==> src/rtl/reg_arb_pkg.sv <==
// rtl/reg_arb_pkg.sv - shared widths, port indices and write-request type for reg_write_arbiter
package reg_arb_pkg;

    localparam int ADDR_W_DEF = 3;
    localparam int DATA_W_DEF = 8;

    localparam logic PORT_ALU = 1'b0;
    localparam logic PORT_AUX = 1'b1;

    typedef struct packed {
        logic [ADDR_W_DEF-1:0] addr;
        logic [DATA_W_DEF-1:0] data;
    } wr_req_t;

endpackage

==> src/rtl/reg_write_arbiter_if.sv <==
// rtl/reg_write_arbiter_if.sv - writeback source ports and register-file write port bundle
interface reg_write_arbiter_if
    import reg_arb_pkg::*;
#(
    parameter int ADDR_W = ADDR_W_DEF,
    parameter int DATA_W = DATA_W_DEF
);
    logic              VALID0;
    logic [ADDR_W-1:0] ADDR0;
    logic [DATA_W-1:0] DATA0;
    logic              READY0;
    logic              VALID1;
    logic [ADDR_W-1:0] ADDR1;
    logic [DATA_W-1:0] DATA1;
    logic              READY1;
    logic              WRITE;
    logic [ADDR_W-1:0] INADDRESS;
    logic [DATA_W-1:0] IN;
    logic              GNT;
    logic              BUSY;

    modport master (
        output VALID0, ADDR0, DATA0, VALID1, ADDR1, DATA1,
        input  READY0, READY1, WRITE, INADDRESS, IN, GNT, BUSY
    );

    modport slave (
        input  VALID0, ADDR0, DATA0, VALID1, ADDR1, DATA1,
        output READY0, READY1, WRITE, INADDRESS, IN, GNT, BUSY
    );
endinterface

==> src/rtl/wr_slot.sv <==
// rtl/wr_slot.sv - one-entry write holding slot with valid/ready accept and drain strobe
module wr_slot
    import reg_arb_pkg::*;
#(
    parameter type req_t = wr_req_t
) (
    input  logic CLK,
    input  logic RESET,
    input  logic valid,
    input  req_t req_in,
    input  logic drain,
    output logic ready,
    output logic pend,
    output req_t req_out
);

    // No bypass: a draining slot only reopens on the following cycle.
    assign ready = ~pend & ~RESET;

    always_ff @(posedge CLK) begin
        if (RESET) begin
            pend    <= 1'b0;
            req_out <= '0;
        end else if (drain) begin
            pend <= 1'b0;
        end else if (valid && ready) begin
            pend    <= 1'b1;
            req_out <= req_in;
        end
    end

endmodule

==> src/rtl/reg_write_arbiter.sv <==
// rtl/reg_write_arbiter.sv - two-port round-robin arbiter for the register-file write port (REG_WRITE_ARB_FIXED_PRIO_EN selects fixed priority)
module reg_write_arbiter
    import reg_arb_pkg::*;
#(
    parameter int ADDR_W = ADDR_W_DEF,
    parameter int DATA_W = DATA_W_DEF
) (
    input  logic                    CLK,
    input  logic                    RESET,
    reg_write_arbiter_if.slave      bus
);

    typedef struct packed {
        logic [ADDR_W-1:0] addr;
        logic [DATA_W-1:0] data;
    } req_t;

    req_t              req0_in, req1_in, slot0, slot1;
    logic              pend0, pend1;
    logic              drain0, drain1;
    logic              any_pend, sel, last;
    logic              write_q, gnt_q;
    logic [ADDR_W-1:0] addr_q;
    logic [DATA_W-1:0] data_q;

    assign req0_in = {bus.ADDR0, bus.DATA0};
    assign req1_in = {bus.ADDR1, bus.DATA1};

    wr_slot #(.req_t(req_t)) u_slot0 (
        .CLK(CLK), .RESET(RESET), .valid(bus.VALID0), .req_in(req0_in),
        .drain(drain0), .ready(bus.READY0), .pend(pend0), .req_out(slot0)
    );

    wr_slot #(.req_t(req_t)) u_slot1 (
        .CLK(CLK), .RESET(RESET), .valid(bus.VALID1), .req_in(req1_in),
        .drain(drain1), .ready(bus.READY1), .pend(pend1), .req_out(slot1)
    );

    always_comb begin
        sel = PORT_ALU;
        if (pend0 && pend1) begin
`ifdef REG_WRITE_ARB_FIXED_PRIO_EN
            sel = PORT_ALU;
`else
            sel = ~last;
`endif
        end else if (pend1) begin
            sel = PORT_AUX;
        end
        any_pend = pend0 | pend1;
        drain0   = any_pend & (sel == PORT_ALU);
        drain1   = any_pend & (sel == PORT_AUX);
    end

    // LAST resets to port 1 so the first tie goes to port 0.
    always_ff @(posedge CLK) begin
        if (RESET) begin
            write_q <= 1'b0;
            addr_q  <= '0;
            data_q  <= '0;
            gnt_q   <= PORT_ALU;
            last    <= PORT_AUX;
        end else if (any_pend) begin
            write_q <= 1'b1;
            addr_q  <= (sel == PORT_AUX) ? slot1.addr : slot0.addr;
            data_q  <= (sel == PORT_AUX) ? slot1.data : slot0.data;
            gnt_q   <= sel;
            last    <= sel;
        end else begin
            write_q <= 1'b0;
        end
    end

    assign bus.WRITE     = write_q;
    assign bus.INADDRESS = addr_q;
    assign bus.IN        = data_q;
    assign bus.GNT       = gnt_q;
    assign bus.BUSY      = pend0 | pend1 | write_q;

endmodule
==> src/flat_wrapper.sv <==
// flat-port wrapper written by rule: the top's interface ports become plain ports
module reg_write_arbiter_flat import reg_arb_pkg::*;
#(
    parameter int ADDR_W = ADDR_W_DEF,
    parameter int DATA_W = DATA_W_DEF
)
  (CLK, RESET, bus_VALID0, bus_ADDR0, bus_DATA0, bus_VALID1, bus_ADDR1, bus_DATA1, bus_READY0, bus_READY1, bus_WRITE, bus_INADDRESS, bus_IN, bus_GNT, bus_BUSY);
  reg_write_arbiter_if #(.ADDR_W(ADDR_W), .DATA_W(DATA_W)) bus_i ();
  input  logic CLK;
  input  logic RESET;
  input wire logic [$bits(bus_i.VALID0)-1:0] bus_VALID0;
  input wire logic [$bits(bus_i.ADDR0)-1:0] bus_ADDR0;
  input wire logic [$bits(bus_i.DATA0)-1:0] bus_DATA0;
  input wire logic [$bits(bus_i.VALID1)-1:0] bus_VALID1;
  input wire logic [$bits(bus_i.ADDR1)-1:0] bus_ADDR1;
  input wire logic [$bits(bus_i.DATA1)-1:0] bus_DATA1;
  output wire logic [$bits(bus_i.READY0)-1:0] bus_READY0;
  output wire logic [$bits(bus_i.READY1)-1:0] bus_READY1;
  output wire logic [$bits(bus_i.WRITE)-1:0] bus_WRITE;
  output wire logic [$bits(bus_i.INADDRESS)-1:0] bus_INADDRESS;
  output wire logic [$bits(bus_i.IN)-1:0] bus_IN;
  output wire logic [$bits(bus_i.GNT)-1:0] bus_GNT;
  output wire logic [$bits(bus_i.BUSY)-1:0] bus_BUSY;
  assign bus_i.VALID0 = bus_VALID0;
  assign bus_i.ADDR0 = bus_ADDR0;
  assign bus_i.DATA0 = bus_DATA0;
  assign bus_i.VALID1 = bus_VALID1;
  assign bus_i.ADDR1 = bus_ADDR1;
  assign bus_i.DATA1 = bus_DATA1;
  assign bus_READY0 = bus_i.READY0;
  assign bus_READY1 = bus_i.READY1;
  assign bus_WRITE = bus_i.WRITE;
  assign bus_INADDRESS = bus_i.INADDRESS;
  assign bus_IN = bus_i.IN;
  assign bus_GNT = bus_i.GNT;
  assign bus_BUSY = bus_i.BUSY;
  reg_write_arbiter #(.ADDR_W(ADDR_W), .DATA_W(DATA_W)) u_core (.CLK(CLK), .RESET(RESET), .bus(bus_i));
endmodule
==> config.mk <==
export PLATFORM = sky130hd
export DESIGN_NAME = reg_write_arbiter_flat
export DESIGN_NICKNAME = d
export VERILOG_FILES = /design/src/rtl/reg_arb_pkg.sv /design/src/rtl/reg_write_arbiter_if.sv /design/src/rtl/wr_slot.sv /design/src/rtl/reg_write_arbiter.sv /design/src/flat_wrapper.sv
export SDC_FILE = /design/constraint.sdc
export NUM_CORES = 1
export LEC_CHECK = 0
export CAP_MARGIN = 40
export CORE_ASPECT_RATIO = 2
export CORE_MARGIN = 2
export CORE_UTILIZATION = 43
export CTS_CLUSTER_DIAMETER = 60
export DETAILED_ROUTE_END_ITERATION = 7
export PLACE_DENSITY = 0.72
export SLEW_MARGIN = 20
export SYNTH_ARGS = -nofsm -noshare
export SYNTH_HDL_FRONTEND = slang
export SYNTH_HIERARCHICAL = 1
export SYNTH_SLANG_ARGS = --single-unit
==> constraint.sdc <==
create_clock -name CLK -period 1.5 [get_ports CLK]
set_clock_uncertainty 0.1 [all_clocks]
set_input_delay 0.3 -clock CLK [delete_from_list [all_inputs] [get_ports CLK]]
set_output_delay 0.3 -clock CLK [all_outputs]
set_load 0.1 [all_outputs]
# Word level (Yosys, flattened, before mapping)
# Cells that the tools add are included.
# word_totals
ff_bits	38
in_bits	26
output_inout_bits	16
wordCells	36
# classes
n_mux	5
n_bitwise	13
reduce_logical	7
# ops
operator	n
2-to-1 mux 8 bit	1
NOT 1 bit	7
bitwise AND 1 bit	4
AND reduction 2 bit	2
OR reduction 2 bit	2
logical AND 1 bit	3
2-to-1 mux 1 bit	3
2-to-1 mux 3 bit	1
bitwise OR 1 bit	2

# Depth between registers and ports, before layout
# logic_depth
word_depth	6
mapped_depth	5
depth_no_buf	4

# Hierarchy
# The synthesis kept the hierarchy.
# by_module_without_submodules
module	n_inst	cells_per_inst	area_per_inst_um2	seq_area_each_um2
wr_slot	2	52	538.0	240.2
reg_write_arbiter	1	55	586.8	280.3

# Worst setup path before layout
# OpenSTA, ideal clock, no wires.
# synth_timing
path_kind	reg-to-output
from	reg u_core.write_q, in the netlist u_core/bus.WRITE
to	out bus_BUSY
t_arrival_ps	1732
t_required_ps	1100
setup_slack_ps	-632
stages_incl_launch_ff	2
path_cell_list	dfxtp_1 -> or3_1
# synth_between
elab_chain_cells	1
# synth_lines
element	line	source
start: declaration	reg_write_arbiter.sv:22	logic write_q, gnt_q;
start signal: assignment	reg_write_arbiter.sv:58	write_q <= 1'b0;
start signal: assignment	reg_write_arbiter.sv:64	write_q <= 1'b1;
start signal: assignment	reg_write_arbiter.sv:70	write_q <= 1'b0;
bitwise OR 1 bit	reg_write_arbiter.sv:78	assign bus.BUSY = pend0 | pend1 | write_q;
end: declaration	flat_wrapper.sv:23	output wire logic [$bits(bus_i.BUSY)-1:0] bus_BUSY;
# Every way passes these cells.

# Worst setup path in the final report
# layout_timing
from	reg u_core.u_slot1.pend
to	out bus_BUSY
# layout_between
elab_chain_cells	2
# layout_lines
element	line	source
start: declaration	wr_slot.sv:13	output logic pend,
start signal: assignment	wr_slot.sv:22	pend <= 1'b0;
start signal: assignment	wr_slot.sv:25	pend <= 1'b0;
start signal: assignment	wr_slot.sv:27	pend <= 1'b1;
bitwise OR 1 bit (2 in a row)	reg_write_arbiter.sv:78	
# Every way passes these cells.

==> impl_metrics.csv <==
group,metric,value,unit
yosys,yosys.area.top_type,"dfxtp_1",
drt,wl_met1,1518,um
floorplanning,start_util,0.4418,
pwr,finalPower,2.655,mW
final_layout,synthToLayoutAreaGrowth,53.27,%
sta,setup_violations,10,
worst_setup_path,worstPathRequired,1.10,ns
yosys,synth_compound_area_frac,0.08879,
sta,fin_ws,-0.1118,ns
yosys,synth.top_cell.area_share,0.4575,
cts,root_buffer,"clkbuf_8",
cts,h-tree-depth,2,
yosys,ys_top_cells_by_area,"dfxtp_1, nand2b_1, mux2i_1, a221o_1, and2_0",
hold_path,hold_end,"u_core/u_slot0/req_out[4]",
drt,num_vias,1291,
worst_setup_path,endpoint_kind,"output port",
placed_design,gp_congestion,0.6978,
sta,tightest_slew,0.4980,ns
drt,drt_pass1_iterations,4,
yosys,avgSynthCellArea,10.46,um^2
worst_setup_path,reg2reg_to,"u_core/u_slot1/req_out[5]",
drt,drc,0,
sta,fmax,620.4,MHz
worst_setup_path,reg2reg_depth,6,
sta,rsz0062_at_grt,"true",
worst_setup_path,cp-start-kind,"flip-flop",
global_route,antenna_found_initial,0,
yosys,synth_ff_type,"dfxtp_1",
final_layout,diodes,0,
drt,dr_wl_met3,173,um
yosys,synth_top_family_by_area,"simple AND/OR/NAND/NOR gates",
global_route,grt_pass1_wl,5464,um
worst_setup_path,ff2ff_setup_slack,-0.02,ns
cts,clk_latency,0.29,ns
yosys,synth.most_common_cell,"nand2b_1",
hold_path,min_from,"u_core/u_slot0/req_out[4]",
yosys,synthMuxAreaShare,0.1324,
floorplanning,dieArea,0.004411,mm^2
sta,relSlewSlack,0.6669,
drt,drtIter0Drc,31,
yosys,synth_fa_ha_area_frac,0,
floorplanning,die_y,91.95,um
yosys,syn_nets,185,
yosys,synth_cell_type_count,21,
final_layout,drive_above_1_share,0.2442,
floorplanning,core,0.003764,mm^2
drt,topRoutingLayerUsed,"met4",
floorplanning,fp-row-count,32,
yosys,synth_xor_xnor_area_share,0,
yosys,ys_top_cells_by_count,"nand2b_1, dfxtp_1, mux2i_1",
sta,post-route-period-util,1.075,
yosys,synth_edf_count,0,
worst_setup_path,path_max_fanout,5,
pwr,cellLeakagePower,1.004,nW
yosys,synthSimpleGateAreaFrac,0.2739,
global_route,grtUsageTotal,0.1705,
global_route,grt-ovfl-total,0,
global_route,grt_max_degree,39,
worst_setup_path,arrival,1.21,ns
cts,cts.reportedPaths.clkPinSlew,0.07,ns
sta,hold_viol,0,
worst_setup_path,r2r-start,"u_core/u_slot1/pend",
floorplanning,dieWidth,47.97,um
job,drv_cap,0,
sta,drv_slew,0,
yosys,synthCells,159,
drt,routedWlPerCell,13.08,um
cts,numCtsBuffers,5,
outcome,violations,"negative setup slack",
yosys,synth-seq-cells,38,
global_route,grt_pass1_vias,1256,
sta,final.setup.tns,-0.2155,ns
final_layout,nNetsFinal,242,
floorplanning,num_io_pins,42,
drt,route.met2.wl,1754,um
placed_design,dpl.hpwl,2370,um
placed_design,io_buffers,41,
drt,ant_nets,0,
outcome,status,"complete, but fails checks",
yosys,synthArstFlopShare,0,
yosys,ys_warn_count,6,
pwr,power.density,1042,mW/mm^2
cts,clockBufferDepth,2,
cts,cts_tree,"built",
drt,viasPerCell,4.817,
worst_setup_path,path_class,"reg -> out",
hold_path,hold_depth,2,
sta,min_period,1.612,ns
hold_path,hold_path.class,"reg -> reg",
drt,drt_wl_total,3505,um
yosys,syn_area,0.001663,mm^2
cts,clock_sinks,38,
pwr,ir_drop,0.9595,mV
yosys,yosysSeqAreaShare,0.4575,
-- report_power, final --
part	total, mW	leakage, nW	switching [mW]	internal [mW]
sequential	1.13	0.312	0.0551	1.08
clock	0.845	0.0524	0.348	0.497
combinational	0.676	0.640	0.355	0.321
-- state kept, by name, indices dropped and copies added, names as in the netlist --
| signal | cells |
|---|---|
| u_core/bus.IN | 8 |
| u_core/bus.GNT | 1 |
| u_core/u_slot0/req_out | 11 |
| u_core/last | 1 |
| u_core/u_slot1/pend | 1 |
| u_core/u_slot0/pend | 1 |
| u_core/u_slot1/req_out | 11 |
| u_core/bus.WRITE | 1 |
| u_core/bus.INADDRESS | 3 |
-- kinds of logic (layout without fill, tap and decap cells) --
family                 count (synthesis)  in the layout
buffers and inverters                 12             69
AND/OR/NAND/NOR                       71             72
multiplexers                          22             22
AO/OA/AOI/OAI                         16             16
flip-flops                            38             38
-- cell type report --
class                   instances  area, um^2
fillers                       330        1215
multi-input cells             110       868.3
flip-flops and latches         38       767.0
repair buffers                 58       732.0
clock buffers                   7       76.32
well taps                      51       63.81
clock inverters                 1       30.03
inverters                       3       11.26
-- worst max-delay path, stage by stage, from the launching register on --
cell and delay (ns):
dfxtp_2 0.35, or3_4 0.40, buf_12 0.17
-- worst max-delay path by stage --
stage	from	endpoint	slack (ns)	cells after the start
final	u_core/u_slot1/pend	bus_BUSY	-0.11	2
after global routing	u_core/u_slot1/pend	bus_BUSY	-0.14	2
after global placement	RESET	u_core/bus.IN[6]	-0.35	3
after floorplan	u_core/bus.WRITE	bus_BUSY	-0.12	1
after detailed placement	RESET	u_core/bus.IN[5]	-0.38	3
after CTS	u_core/u_slot1/pend	bus_BUSY	-0.12	2
-- timing repair --
action                                  CTS  global route
buffers inserted                          2             0
pin swaps                                 2             2
cloned                                    0             1
endpoints found under the setup margin   36            25
hold buffers                              0             0
endpoints found under the hold margin     0             0
resized for setup                         9             3
-- metrics by stage --
stage	setup WS, ns	std cells	util	hold WS, ns	area [um^2]
2_1_floorplan	-0.1187	159	-	0.2650	1680
3_3_place_gp	-0.3477	257	0.6303	0.3625	2372
3_5_place_dp	-0.3752	257	0.6303	0.3602	2372
4_1_cts	-0.1202	267	0.6715	0.3786	2527
5_1_grt	-0.1396	268	0.6772	0.3985	2549
6_report	-0.1118	268	0.6772	0.3775	2549
-- placed cells by master (no fill, tap or decap), types with 3 or more instances in the layout --
master / n
clkbuf_8: 5
a221o_1: 11
nor2_1: 4
nand2b_1: 45
dfxtp_1: 35
nor2_4: 4
buf_4: 13
mux2i_1: 22
and2_0: 10
buf_12: 18
clkdlybuf4s50_1: 24
inv_1: 3
-- metal layers --
layer  vias up  track usage
li1        652            -
met1       597       0.2256
met2        36       0.2544
met3         6      0.05315
met4         0      0.06081
met5         -            0
No activity file was read; power rests on OpenSTA's default activity.
